File: src/rtl/tt_pkg.sv
// rtl/tt_pkg.sv - shared constants and state encoding for the truth-table scanner
package tt_pkg;

  localparam int NUM_MINTERMS = 16;
  localparam int IDX_W        = 4;

  typedef logic [2:0] state_t;

  localparam state_t ST_IDLE   = 3'd0;
  localparam state_t ST_DRIVE  = 3'd1;
  localparam state_t ST_SETTLE = 3'd2;
  localparam state_t ST_SAMPLE = 3'd3;
  localparam state_t ST_CHECK  = 3'd4;
  localparam state_t ST_DONE   = 3'd5;

endpackage

File: src/rtl/truth_table_scanner_popcount16.sv
// rtl/truth_table_scanner_popcount16.sv - combinational 16-bit population count
module popcount16
  import tt_pkg::*;
(
  input  logic [15:0] bits,
  output logic [4:0]  count
);

  always_comb begin
    count = '0;
    for (int i = 0; i < NUM_MINTERMS; i++) begin
      count = count + {4'd0, bits[i]};
    end
  end

endmodule

File: src/rtl/truth_table_scanner.sv
// rtl/truth_table_scanner.sv - sweeps 16 minterms into a function block and captures its truth table
module truth_table_scanner
  import tt_pkg::*;
#(
  parameter int SETTLE = 2,
  parameter int CNT_W  = 4
) (
  input  logic        Clock,
  input  logic        Resetn,
  input  logic        start,
  input  logic [15:0] expected,
  input  logic        f,
  output logic        a,
  output logic        b,
  output logic        c,
  output logic        d,
  output logic        busy,
  output logic        done,
  output logic [15:0] table_out,
  output logic        match,
  output logic [4:0]  ones
);

  state_t             state_q, state_d;
  logic [IDX_W-1:0]   idx_q, idx_d;
  logic [CNT_W-1:0]   cnt_q, cnt_d;
  logic [15:0]        table_q, table_d;
  logic               busy_q, busy_d;
  logic               done_q, done_d;
  logic               match_q, match_d;
  logic [4:0]         ones_q, ones_d;
  logic [4:0]         pop;

  popcount16 u_popcount16 (
    .bits  (table_q),
    .count (pop)
  );

  always_comb begin
    state_d = state_q;
    idx_d   = idx_q;
    cnt_d   = cnt_q;
    table_d = table_q;
    busy_d  = busy_q;
    done_d  = done_q;
    match_d = match_q;
    ones_d  = ones_q;
    case (state_q)
      ST_IDLE, ST_DONE: begin
        if (start) begin
          state_d = ST_DRIVE;
          idx_d   = '0;
          table_d = '0;
          busy_d  = 1'b1;
          done_d  = 1'b0;
          match_d = 1'b0;
          ones_d  = '0;
        end
      end
      ST_DRIVE: begin
        cnt_d   = CNT_W'(SETTLE - 1);
        state_d = ST_SETTLE;
      end
      ST_SETTLE: begin
        if (cnt_q != '0) begin
          cnt_d = cnt_q - 1'b1;
        end else begin
          state_d = ST_SAMPLE;
        end
      end
      ST_SAMPLE: begin
        table_d[idx_q] = f;
        // the loop exits through CHECK, so idx never wraps
        if (idx_q != IDX_W'(NUM_MINTERMS - 1)) begin
          idx_d   = idx_q + 1'b1;
          state_d = ST_DRIVE;
        end else begin
          state_d = ST_CHECK;
        end
      end
      ST_CHECK: begin
        match_d = (table_q == expected);
        ones_d  = pop;
        busy_d  = 1'b0;
        done_d  = 1'b1;
        state_d = ST_DONE;
      end
      default: state_d = ST_IDLE;
    endcase
  end

  always_ff @(posedge Clock or negedge Resetn) begin
    if (!Resetn) begin
      state_q <= ST_IDLE;
      idx_q   <= '0;
      cnt_q   <= '0;
      table_q <= '0;
      busy_q  <= 1'b0;
      done_q  <= 1'b0;
      match_q <= 1'b0;
      ones_q  <= '0;
    end else begin
      state_q <= state_d;
      idx_q   <= idx_d;
      cnt_q   <= cnt_d;
      table_q <= table_d;
      busy_q  <= busy_d;
      done_q  <= done_d;
      match_q <= match_d;
      ones_q  <= ones_d;
    end
  end

  assign {a, b, c, d} = idx_q;
  assign busy         = busy_q;
  assign done         = done_q;
  assign table_out    = table_q;
  assign match        = match_q;
  assign ones         = ones_q;

endmodule

File: config.mk
export PLATFORM = sky130hd
export DESIGN_NAME = truth_table_scanner
export DESIGN_NICKNAME = d
export VERILOG_FILES = /design/src/rtl/tt_pkg.sv /design/src/rtl/truth_table_scanner_popcount16.sv /design/src/rtl/truth_table_scanner.sv
export SDC_FILE = /design/constraint.sdc
export NUM_CORES = 1
export LEC_CHECK = 0
export CORE_MARGIN = 3
export CORE_UTILIZATION = 26
export DETAILED_ROUTE_END_ITERATION = 7
export PLACE_DENSITY = 0.44
export SLEW_MARGIN = 10
export SYNTH_ARGS = -nofsm -noshare
export SYNTH_HDL_FRONTEND = slang
export SYNTH_HIERARCHICAL = 1
export SYNTH_SLANG_ARGS = --single-unit
File: constraint.sdc
create_clock -name Clock -period 3.8 [get_ports Clock]
set_input_delay 0.38 -clock Clock [delete_from_list [all_inputs] [get_ports Clock]]
set_output_delay 0.38 -clock Clock [all_outputs]
set_load 0.1 [all_outputs]
=== After elaboration in Yosys (flattened, before gate mapping) ===
Index checks and enable logic that the tools add are counted.

* Add/sub/neg operators: 17
* Magnitude comparators: 2
* Eq/ne operators: 11
* Multiplexer cells: 21
* Reduce and logical (&&, ||, !) cells: 12

{| class="wikitable"
|+ Operators by type and width
! kind !! number
|-
| $add 5x1->5 || 14
|-
| $pmux 16 s2 || 1
|-
| $bwmux 16 || 1
|-
| $eq 16x16->1 || 1
|-
| $mux 16 || 1
|-
| $pmux 4 s2 || 2
|-
| $pmux 3 s5 || 1
|-
| $mux 4 || 3
|-
| $pmux 5 s2 || 1
|-
| $mux 3 || 3
|-
| $ne 2x2->1 const B || 4
|-
| $reduce_and 2->1 || 4
|-
| $eq 3x2->1 const B || 2
|-
| $eq 3x3->1 const B || 2
|-
| $pmux 1 s2 || 3
|-
| $reduce_bool 2->1 || 3
|-
| $lt 4x5->1 const B || 1
|-
| $mux 5 || 1
|-
| $add 4x1->4 const B || 1
|-
| $demux 1 s4 || 1
|-
| $ge 4x1->1 const B || 1
|-
| $ne 4x4->1 const B || 1
|-
| $reduce_bool 4->1 || 1
|-
| $sub 4x1->4 const B || 1
|-
| 7 further kinds || 9
|}

* Flip-flop bits (word level): 35
* Input port bits: 20
* Word-level logic and storage cells: 71

=== Depth between registers and ports, before layout ===
* Word-level depth: 16
* Gate-level depth with buffers: 13
* Mapped depth without buffers: 13

=== By module ===
Netlist, hierarchy kept.

{| class="wikitable"
|+ By module, submodules not included
! module !! times used !! cells an instance !! area an instance (um^2)
|-
| truth_table_scanner || 1 || 194 || 1868.0
|-
| popcount16 || 1 || 47 || 407.9
|}

=== Worst setup path before layout ===
OpenSTA, ideal clock, no wires.

* Path kind: register to register
* Start: register table_q[0] (netlist: table_out[0])
* End: register ones_q[2] (netlist: ones[2])
* Arrival: 4008 ps
* Required time: 3677 ps
* Setup slack: -330 ps
* Cell stages (with the launch flop): 12
* Path through: dfrtp_1 -> inv_1 -> fa_1 -> fa_1 -> fa_1 -> fa_1 -> inv_1 -> ha_1 -> inv_1 -> fa_1 -> xnor2_1 -> a22o_1

* Word-level cells in the longest chain between the ends: 16

{| class="wikitable"
|+ Ends and longest elaborated chain
! item !! RTL line !! source
|-
| start, declared || truth_table_scanner.sv:27 || <nowiki>logic [15:0] table_q, table_d;</nowiki>
|-
| start signal, assigned || truth_table_scanner.sv:106 || <nowiki>table_q <= table_d;</nowiki>
|-
| $add 1x1->2 || truth_table_scanner_popcount16.sv:12 || <nowiki>count = count + {4'd0, bits[i]};</nowiki>
|-
| $add 5x1->5 (14 in series) || truth_table_scanner_popcount16.sv:12 ||
|-
| named net pop[2] || truth_table_scanner.sv:32 || <nowiki>logic [4:0] pop;</nowiki>
|-
| $pmux 5 s2 || truth_table_scanner.sv:48 || <nowiki>case (state_q)</nowiki>
|-
| end signal, assigned || truth_table_scanner.sv:110 || <nowiki>ones_q <= ones_d;</nowiki>
|-
| end, declared || truth_table_scanner.sv:31 || <nowiki>logic [4:0] ones_q, ones_d;</nowiki>
|}

The timed path passes the listed nets, and every way through them passes these cells.
A chain may end at the register's enable or synchronous reset.

=== Worst setup path in the final report ===
* Start: register table_q[0] (netlist: table_out[0])
* End: register ones_q[3] (netlist: ones[3])

Same word-level chain as after synthesis.

==> reports/results.txt <==
The flow ran to the end, and the final reports show no timing, DRC or antenna violations. Compared with the post-synthesis result, the final layout area differs by 31.7%. The clock transition time at the flip-flop clock pins of the worst setup and hold paths is 0.08 ns, and the maximum number of pins on one net before global-route repair is 22.

Timing would allow up to 276 MHz. The run gives 65 as the violation count after the first detailed-routing iteration. The setup violation total in the final timing report was 0.

For the total number of yosys warnings, the log shows 6. Traced cell by cell, the critical path runs through inv_1, fa_1, fa_1, fa_1, fa_1, inv_1, ha_1, a21o_1, a21oi_2, xnor2_1, a22o_1. In the routed design, unresolved DRC markers number 0.

The area fraction of the dominant cell type after synthesis came out at 38.5%. Summing every instance area after synthesis gives 2280 um2. The ratio of cells with drive above 1 in the final layout is 9.25%.

Detailed placement finished with a half-perimeter wire length of 4600 um. In this run the number of H-tree levels came out at 2. Summing over every cut layer, the via total after detailed routing is 1871. In the global route stage, overall resource usage came out at 13.0%. Maximum fanout along the worst path: 4. The critical path data arrival time was 3.80 ns; the routed length per instance was 15.2 um. The number of antenna violations at the first check in global routing came out at 0. After synthesis, the share of flip-flops with an asynchronous set or reset is 100%. The vertical die dimension came out at 99.6 um.

TritonCTS built the clock tree. The congestion estimate from routability-driven global placement came to 0.764. The clock reaches the later pin of the worst-skew pair after 0.29 ns.

Summed over all cells, the static leakage comes to 1.26 nW. The initial utilization of the core area, before any placement, comes to 27.3%. The tightest min-delay check is of the flop to flop type. Dividing the detail-routed via count by the number of cells gives 4.71. Input and output buffers added on the ports amount to 47. The average size of a mapped cell is 9.44 um2. In this design, the stage delay of the slowest critical-path cell is 0.57 ns. The total routed wirelength was 6020 um. The power per unit of standard cell area came out at 642 nW/um2. Max-cap violations in this run came to 0. The aggregate global routing overflow was 0; the count of nets left with antenna violations after detail routing was 0. The worst pin sits at a relative slew slack of 34.1%. The horizontal die dimension works out to 99.6 um. The routed metal-1 wirelength is 2810 um, and the number of sinks driven by the clock tree is 35. The logs give 3.98 ns for the data required time at the worst endpoint and 0 for the number of inserted diodes. The post-route cell area was 3000 um2; the post-placement worst setup slack was 0.180 ns. The worst path meets setup with 0.181 ns of slack. The pre-antenna-repair detailed-routing pass consisted of 4 iterations. The most used flip-flop cell after synthesis is dfrtp_1. Fill cells in the final layout number 889. Summed over all failing endpoints, the final setup total negative slack is 0 ns. After layout, the minimum clock period comes to 3.62 ns. The cell family contributing the most delay on the critical path is adder cells. Sequential area share after synthesis: 38.5%. The buffers inserted during post-CTS setup optimization is 0.

During I/O placement, the number of pins put on the boundary was 48. The synthesized design contains 0 enable-type register cells. Core area: 8340 um2. The tools report the clock tree root buffer cell as clkbuf_8. The number of gates given a new drive strength after cts was 0.

The run gives 2880 um2 as the cell area after placement. The count of final max-slew check failures came out at 0. The floorplan step defined a die boundary enclosing 9910 um2. On the final layout, the worst clock skew is 0.00767 ns. The post-route fraction of the period consumed by the critical path is 95.2%, and the number of unique standard cell types used by synthesis is 43. For this design, the CTS-stage hold fixing added 0 buffers. The maximum buffer depth of the clock tree was 2. For this run, the post-layout net count is 332.

The worst setup path is of the flop to flop kind. TritonCTS created 5 clock buffers. STA classifies the critical path startpoint as a flop. The most repeated library cell on the critical path was fa_1.

VDD sags by at most 0.308 mV. The run gives 326 um as the routed length on met3. In the synthesized netlist, the cells that appear most often are dfrtp_1, o21ai_0, inv_1. The first global-routing pass estimated 10200 um of wire. Setup repair after global routing left no endpoint under its margin. The flip-flop and latch count after synthesis came out at 35. The slowest cell on the critical path is fa_1. The tools report the via count of the first global-routing pass as 1955. The number of buffers and inverters on the critical path works out to 2. The highest metal layer with signal wires is met4. The number of nets in the synthesized netlist is 282, and the number of instances in the synthesized netlist is 241. The number of core rows was 33; the wire length on met2 was 2830 um.

The largest total area in the synthesized netlist belongs to dfrtp_1. The run gives 0 as the count of endpoints failing hold in the final timing report. The library cell with the highest instance count after synthesis is dfrtp_1. For the pin with the worst max-slew slack, the measured transition is 0.985 ns. The worst setup path is captured at a flop. Sorting the synthesized cells by area gives the leading types as dfrtp_1, fa_1, o21ai_0.
==> cell usage in the layout (no fill, tap or decap), drive strengths merged, types with 2 or more instances in the layout <==
cell type      netlist  final
ha                  11     11
inv                 32     32
fa                  10     10
xnor2               14     14
nor3                 2      2
xor2                 7      7
nand2b               4      4
a31oi                5      5
dfrtp               35     35
nor2                16     16
nand4                2      2
nor2b                6      6
clkbuf               4      6
clkdlybuf4s50        0     47
nor3b                2      2
or2                  2      2
a22o                 6      6
nand3                3      3
a21o                 2      2
buf                  5      5
o21ai               35     35
nand2                7      7
a21oi               15     15
==> cells by family after synthesis <==
kind of cell               Yosys count  synth area share [%]
buffers and inverters               41                  7.59
xor gates and xnor gates            21                  8.08
and+or+nand+nor                     51                  11.8
DFF                                 35                  38.5
adders and majority gates           21                  14.8
AOI/OAI and AO/OA                   71                  18.5
muxes                                1                 0.660
==> registers in the layout, summed over array words and instances (netlist names) <==
name / cells
state_q: 3
ones: 5
done: 1
cnt_q: 4
busy: 1
match: 1
table_out: 16
idx_q: 4
==> worst paths after layout <==
check | startpoint | end | slack (ns) | cells past startpoint
setup / recovery | table_out[0] | ones[3] | 0.18 | 11
hold / removal | match | match | 0.51 | 1
setup reg to reg | table_out[0] | ones[3] | 0.18 | 11
hold reg to reg | match | match | 0.51 | 1
max in group asynchronous | Resetn | idx_q[2] | 2.51 | 2
min in group asynchronous | Resetn | table_out[11] | 0.59 | 1
==> metrics by stage <==
step	std cells	hold WS (ns)	total power, W	util [%]
after CTS	397	0.511	0.00195	35.9
final	397	0.506	0.00192	35.9
after global routing	397	0.538	0.00208	35.9
after floorplan	241	0.0844	0.00132	-
after global placement	389	0.486	0.00158	34.5
after detailed placement	389	0.487	0.00159	34.5
==> area by class of cell <==
class / instances / area (um2) / share of cell area, %
Clock buffer: 6 / 82.6 / 2.76
Clock inverter: 2 / 35.0 / 1.17
Inverter: 32 / 120 / 4.01
Multi-Input combinational cell: 165 / 1230 / 41.0
Sequential cell: 35 / 892 / 29.8
Tap cell: 105 / 131 / 4.38
Timing Repair Buffer: 52 / 508 / 17.0
==> power breakdown <==
group	switching, W	internal [W]
sequential	0.000114	0.000443
combinational	0.000668	0.000333
clock	0.000152	0.000213
==> routing by layer <==
layer | vias up | track usage [%]
met3 | 8 | 2.81
met2 | 48 | 21.4
met4 | 0 | 3.15
li1 | 913 | -
met1 | 902 | 17.5
met5 | - | 0
==> worst reg2reg max path: stages (launching register included) <==
cell and delay (ns):
dfrtp_4 0.43, inv_1 0.06, fa_1 0.57, fa_1 0.45
fa_1 0.44, fa_1 0.57, inv_1 0.06, ha_1 0.29
a21o_1 0.19, a21oi_2 0.15, xnor2_1 0.08, a22o_1 0.21
Note: power is estimated with default switching activity, not from simulation.
